[src/rtl/led_scan_ctrl.sv]
// led_scan_ctrl: memory-mapped multi-bank 7-segment scan controller with blink, raw mode and match IRQ
module led_scan_ctrl #(
    parameter int BANKS     = 2,
    parameter int DIGITS    = 4,
    parameter int SCAN_DIV  = 1000,
    parameter int BLINK_DIV = 64
) (
    input  logic                 clk,
    input  logic                 rst,
    input  logic [4:2]           addr,
    input  logic                 we,
    input  logic [31:0]          DEV_WD,
    output logic [31:0]          DEV_RD,
    output logic [DIGITS-1:0]    led_sel,
    output logic [8*BANKS-1:0]   led_signal,
    output logic                 irq
);
    localparam int SW = DIGITS > 1 ? $clog2(DIGITS) : 1;
    localparam int DW = SCAN_DIV > 1 ? $clog2(SCAN_DIV) : 1;
    localparam int BW = BLINK_DIV > 1 ? $clog2(BLINK_DIV) : 1;
    localparam logic [15:0][7:0] HEX = {8'h8E, 8'h9E, 8'h7A, 8'h9C, 8'h3E, 8'hEE, 8'hF6, 8'hFE,
                                        8'hE0, 8'hBE, 8'hB6, 8'h66, 8'hF2, 8'hDA, 8'h60, 8'hFC};

    logic [31:0] preset, current, ctrl, mask, raw0, raw1;
    logic [63:0] raw_all;
    logic [7:0] blank, dp, blink;
    logic match, phase, phase_nxt, tick, wrap, blink_wrap, en, clr;
    logic [DW-1:0] div_cnt, div_nxt;
    logic [SW-1:0] slot, slot_nxt;
    logic [BW-1:0] blink_cnt, blink_nxt;
    logic [15:0] frame_cnt;
    logic [8*BANKS-1:0] seg_nxt;
    logic [2:0] g;
    logic [7:0] s;

    assign en = ctrl[0];
    assign raw_all = {raw1, raw0};
    assign {blink, dp, blank} = mask[23:0];
    assign clr = we && addr == 3'd6 && DEV_WD[0];
    assign irq = match && ctrl[3];

    assign tick = en && div_cnt == DW'(SCAN_DIV - 1);
    assign wrap = tick && slot == SW'(DIGITS - 1);
    assign blink_wrap = wrap && blink_cnt == BW'(BLINK_DIV - 1);
    assign div_nxt = (!en || tick) ? '0 : div_cnt + DW'(1);
    assign slot_nxt = (!en || wrap) ? '0 : tick ? slot + SW'(1) : slot;
    assign blink_nxt = (!en || blink_wrap) ? '0 : wrap ? blink_cnt + BW'(1) : blink_cnt;
    assign phase_nxt = en && (phase ^ blink_wrap);

    // Segments are built from the next slot so select and data land on the same edge
    always_comb begin
        seg_nxt = '0;
        g = '0;
        s = '0;
        for (int b = 0; b < BANKS; b++) begin
            g = 3'(b * DIGITS) + 3'(slot_nxt);
            s = ctrl[1] ? raw_all[8*g +: 8] : HEX[current[4*g +: 4]];
            s[0] = s[0] | dp[g];
            seg_nxt[8*b +: 8] = (blank[g] || (ctrl[2] && phase_nxt && blink[g])) ? 8'h00 : s;
        end
    end

    always_comb begin
        case (addr)
            3'd0: DEV_RD = preset;
            3'd1: DEV_RD = current;
            3'd2: DEV_RD = ctrl;
            3'd3: DEV_RD = mask;
            3'd4: DEV_RD = raw0;
            3'd5: DEV_RD = raw1;
            3'd6: DEV_RD = {frame_cnt, 8'(slot), 7'b0, match};
            default: DEV_RD = '0;
        endcase
    end

    always_ff @(posedge clk) begin
        if (rst) begin
            preset     <= '0;
            current    <= '0;
            ctrl       <= 32'h1;
            mask       <= '0;
            raw0       <= '0;
            raw1       <= '0;
            match      <= 1'b0;
            div_cnt    <= '0;
            slot       <= '0;
            blink_cnt  <= '0;
            phase      <= 1'b0;
            frame_cnt  <= '0;
            led_sel    <= DIGITS'(1);
            led_signal <= {BANKS{8'hFC}};
        end else begin
            if (we) begin
                case (addr)
                    3'd0: preset <= DEV_WD;
                    3'd1: current <= DEV_WD;
                    3'd2: ctrl <= DEV_WD;
                    3'd3: mask <= DEV_WD;
                    3'd4: raw0 <= DEV_WD;
                    3'd5: raw1 <= DEV_WD;
                    default: ;
                endcase
            end
            // A true compare wins over a same-cycle clear
            match      <= (current == preset) || (match && !clr);
            div_cnt    <= div_nxt;
            slot       <= slot_nxt;
            blink_cnt  <= blink_nxt;
            phase      <= phase_nxt;
            frame_cnt  <= wrap ? frame_cnt + 16'd1 : frame_cnt;
            led_sel    <= en ? DIGITS'(1) << slot_nxt : '0;
            led_signal <= en ? seg_nxt : '0;
        end
    end
endmodule
[config.mk]
export PLATFORM = sky130hd
export DESIGN_NAME = led_scan_ctrl
export DESIGN_NICKNAME = d
export VERILOG_FILES = /design/src/rtl/led_scan_ctrl.sv
export SDC_FILE = /design/constraint.sdc
export NUM_CORES = 1
export LEC_CHECK = 0
export ABC_AREA = 1
export CAP_MARGIN = 0
export CORE_ASPECT_RATIO = 0.5
export CORE_MARGIN = 2
export CORE_UTILIZATION = 30
export CTS_BUF_LIST = sky130_fd_sc_hd__clkbuf_8
export CTS_CLUSTER_SIZE = 16
export DETAILED_ROUTE_END_ITERATION = 12
export DONT_BUFFER_PORTS = 1
export HOLD_SLACK_MARGIN = 0.02
export PLACE_DENSITY = 0.45
export SLEW_MARGIN = 10
export SYNTH_ARGS = -nofsm -noshare
export SYNTH_HDL_FRONTEND = slang
export SYNTH_SLANG_ARGS = --single-unit
[constraint.sdc]
create_clock -name clk -period 3.53 [get_ports clk]
set_clock_uncertainty 0.1 [all_clocks]
set_input_delay 0.5295 -clock clk [delete_from_list [all_inputs] [get_ports clk]]
set_output_delay 0.5295 -clock clk [all_outputs]
set_load 0.02 [all_outputs]
==> results.md <==
* R2R Path End: led_signal[7]
* Slowest-stage cell, CP: dfxtp_1
* Drt total wl at 57,100 um
* CP delay by family, top: simple AND/OR/NAND/NOR gates
* Initial antenna violation count at 10
* Fin crit period at 3.06 ns
* Register-to-register setup slack at 0.47 ns
* Seq pwr share at 44.9%
* Hpwl dp at 39,100 um
* Path type of the worst setup path: reg2reg
* Vias in the first global route at 11,500
* Worst hold path class: in2reg
* Clk network pwr share at 45.7%
* WP data arrival at 3.41 ns
* Fmax at 0.327 GHz
* ANT nets after route at 0
* Vias at 12,600
* Synth Area in XOR/XNOR at 2.16%
* Final nets at 1,812
* Max Transition Viols Final at 0
* CP bufs+invs at 3
* Total grt overflow at 0
* Busiest grt layer: met1
* Switching share of power at 28.3%
* Total Routing Usage GR at 26.7%
* Clk buf depth at 3
* Adder-Cell Fraction of Synth Area at 1.64%
* Lkg Pwr at 5.45 nW
* CP cell instances: ha_1 > nand2_2 > nor2_4 > nand2_2 > nor2_8 > nand3_2 > nand2_4 > buf_4 > inv_1 > nand2_1 > nand2_1 > nand2_1 > nand2_1 > inv_1 > ha_1 > nand3b_1 > nand3_1 > nand2_1 > nand2_1 > nand2_1 > nand2_1
* Htree depth at 2
* Die width at 289 um
* Met2 Use GR at 34.8%
* Mapped cell area at 12,200 um2
* NetSw at 0.00188 W
* Post-synthesis mux area share at 0%
* Clk sink count at 248
* Simple-Gate Fraction of Synth Area at 21.0%
* Worst R2R Start: div_cnt[0]
* Cell Int Power at 0.00476 W
* Pwr Density at 461 nW/um2
* Clk_lat worst skew at 0.59 ns
* Main combinational cell family by area after synthesis: compound AO/OA/AOI/OAI gates
* DRC violation total after the first TritonRoute iteration at 1,595
* Startpoint types: flop
* Crit. End Element: flop
* Avg Vias per Cell at 5.39
* Placer Congestion at 0.921
* TritonRoute pass-1 iters at 5
* IO buf count at 0
* Synth Warn # at 0
* Mapped Cells at 1,709
* Root Driver: clkbuf_8
* Fraction of layout cells with a size suffix above 1 at 10.0%
* Syn_area_per_cell at 7.13 um2
* First-pass GRT wire length at 81,800 um
* CP max stage delay at 0.35 ns
* Met3 Track Usage GR at 10.3%
* Fillers at 4,344
* WP data required at 3.88 ns
* Post-synth cell types at 44
* Slew headroom at 28.3%
* Final hold vios at 0
* Post-CTS sizing at 0
* Combinational share of power at 9.5%
* Maximum vdd drop at 0.000247 V
* Utilization after layout at 35.9%
* Setup TNS at 0 ns
* Hold depth at 2
* P&R area growth vs syn at 18.4%
* Register area share after synthesis at 40.8%
* Crit path max fanout at 24
* CTS clk-pin slew, worst paths at 0.07 ns
* Routed WL per cell at 24.4 um
* CTS tree: done
* Mapped Nets at 1,763
* Worst r2r path cells at 21
* Hold path start: DEV_WD[18]
* Core ar. at 40,200 um2
* DIE HEIGHT at 146 um
* RSZ-0062 raised after global routing: no
* Max_cap viols at 0
* Endpoints failing setup at 0
* Min Hold Slack at 0.0421 ns
* Cell repeated most along the worst path: nand2_1
* Inserted Clock Buffers at 43
* I/O pins at 91
* Status: complete, no violations
* Residual DRC count at 0
* Compound-Gate Fraction of Synth Area at 25.1%
* Worst-Margin Slew at 1.07 ns
* Commonest non-fill, non-tap cells in the layout: 277 x nand2_1, 248 x dfxtp_1, 228 x a21oi_1
* Cell row count at 52
* Starting Density at 30.3%
* Post-synthesis register bit count at 248
* Die area at 42,300 um2
* Commonest non-fill, non-tap cell in the layout: nand2_1
* Pin count of the biggest net entering global routing at 59
* GR Layer Usage met1 at 39.9%
* Worst hold endpoint: current[18]
* Fin crit share at 86.6%
## how the worst max path moves through the flow
stage | start | to | slack (ns) | depth (start not counted)
2_1_floorplan | div_cnt[0] | led_signal[12] | 0.96 | 17
3_3_place_gp | div_cnt[0] | led_signal[8] | 0.57 | 13
3_5_place_dp | div_cnt[0] | led_signal[7] | 0.51 | 21
4_1_cts | div_cnt[0] | led_signal[7] | 0.50 | 21
5_1_grt | div_cnt[0] | led_signal[12] | 0.16 | 20
6_report | div_cnt[0] | led_signal[7] | 0.47 | 21
## what timing repair did
action,in CTS,in global routing
hold buffers,40,0
setup buffers,0,0
hold endpoints to repair,142,0
## metrics by stage
stage	setup slack [ns]	std cells	total power, W	instance area, um2
2_1_floorplan	0.961	1709	0.00335	12200
3_3_place_gp	0.567	2213	0.00356	13000
3_5_place_dp	0.512	2213	0.00356	13000
4_1_cts	0.495	2332	0.00666	14400
5_1_grt	0.160	2335	0.00686	14400
6_report	0.472	2340	0.00664	14400
## layout make-up
cell class	count	area, um2	area share [%]
Clock buffer	54	743	5.15
Antenna cell	8	20.0	0.139
Timing Repair Buffer	111	1020	7.06
Sequential cell	248	4960	34.4
Clock inverter	25	220	1.53
Multi-Input combinational cell	1172	6090	42.2
Tap cell	540	676	4.69
Inverter	182	686	4.75
## flip-flops by register name, indices dropped and copies added, names as in the netlist
register / cells
ctrl: 32
current: 32
frame_cnt: 16
match: 1
led_sel: 4
blink_cnt: 6
slot: 2
phase: 1
led_signal: 16
div_cnt: 10
raw1: 32
preset: 32
raw0: 32
mask: 32
## cells in the mapped netlist (all sizes together)
cell,number,share of area [%]
nand2,291,9.3
dfxtp,248,41
a21oi,230,9.6
o21ai,196,8.1
inv,178,5.5
nor2,142,4.7
nand3,120,5.2
clkbuf,83,2.6
a221oi,28,2.0
xnor2,26,1.9
o211ai,25,1.7
buf,24,1.2
o22ai,22,1.1
ha,16,1.6
o221ai,16,1.2
nand4,12,0.62
o2111ai,10,0.72
nor3,9,0.37
a22oi,5,0.31
nor3b,5,0.31
nor4,5,0.31
a211oi,4,0.25
clkinv,4,0.12
xor2,4,0.29
nand3b,2,0.12
or2,2,0.10
a2111o,1,0.092
a31oi,1,0.051
## cells by family after synthesis
group	after synthesis
buffers and inverters	289
adders and majority gates	16
AOI/OAI and AO/OA	538
and+or+nand+nor	588
DFF	248
xor gates and xnor gates	30
## worst register-to-register path, stage by stage, from the launching register on
cell and delay, ns:
dfxtp_1 0.35, ha_1 0.21, nand2_2 0.11, nor2_4 0.13, nand2_2 0.10, nor2_8 0.15, nand3_2 0.10, nand2_4 0.09
buf_4 0.29, inv_1 0.24, nand2_1 0.10, nand2_1 0.05, nand2_1 0.06, nand2_1 0.13, inv_1 0.16, ha_1 0.17
nand3b_1 0.10, nand3_1 0.08, nand2_1 0.08, nand2_1 0.05, nand2_1 0.06, nand2_1 0.06
## power groups by stage
stage / clock network [W] / logic, W / registers, W
2_1_floorplan: 0 / 0.000348 / 0.00301
3_3_place_gp: 0 / 0.000518 / 0.00304
3_5_place_dp: 0 / 0.000516 / 0.00304
4_1_cts: 0.00307 / 0.000614 / 0.00298
5_1_grt: 0.00320 / 0.000674 / 0.00299
6_report: 0.00303 / 0.000629 / 0.00298
## per-layer routing
layer / vias to the layer above / part of all wire (%)
met2: 622 / 38
met4: 6 / 2.2
li1: 5918 / -
met1: 5983 / 47
met3: 86 / 13
met5: - / 0.075
(Power assumes the default switching activity.)
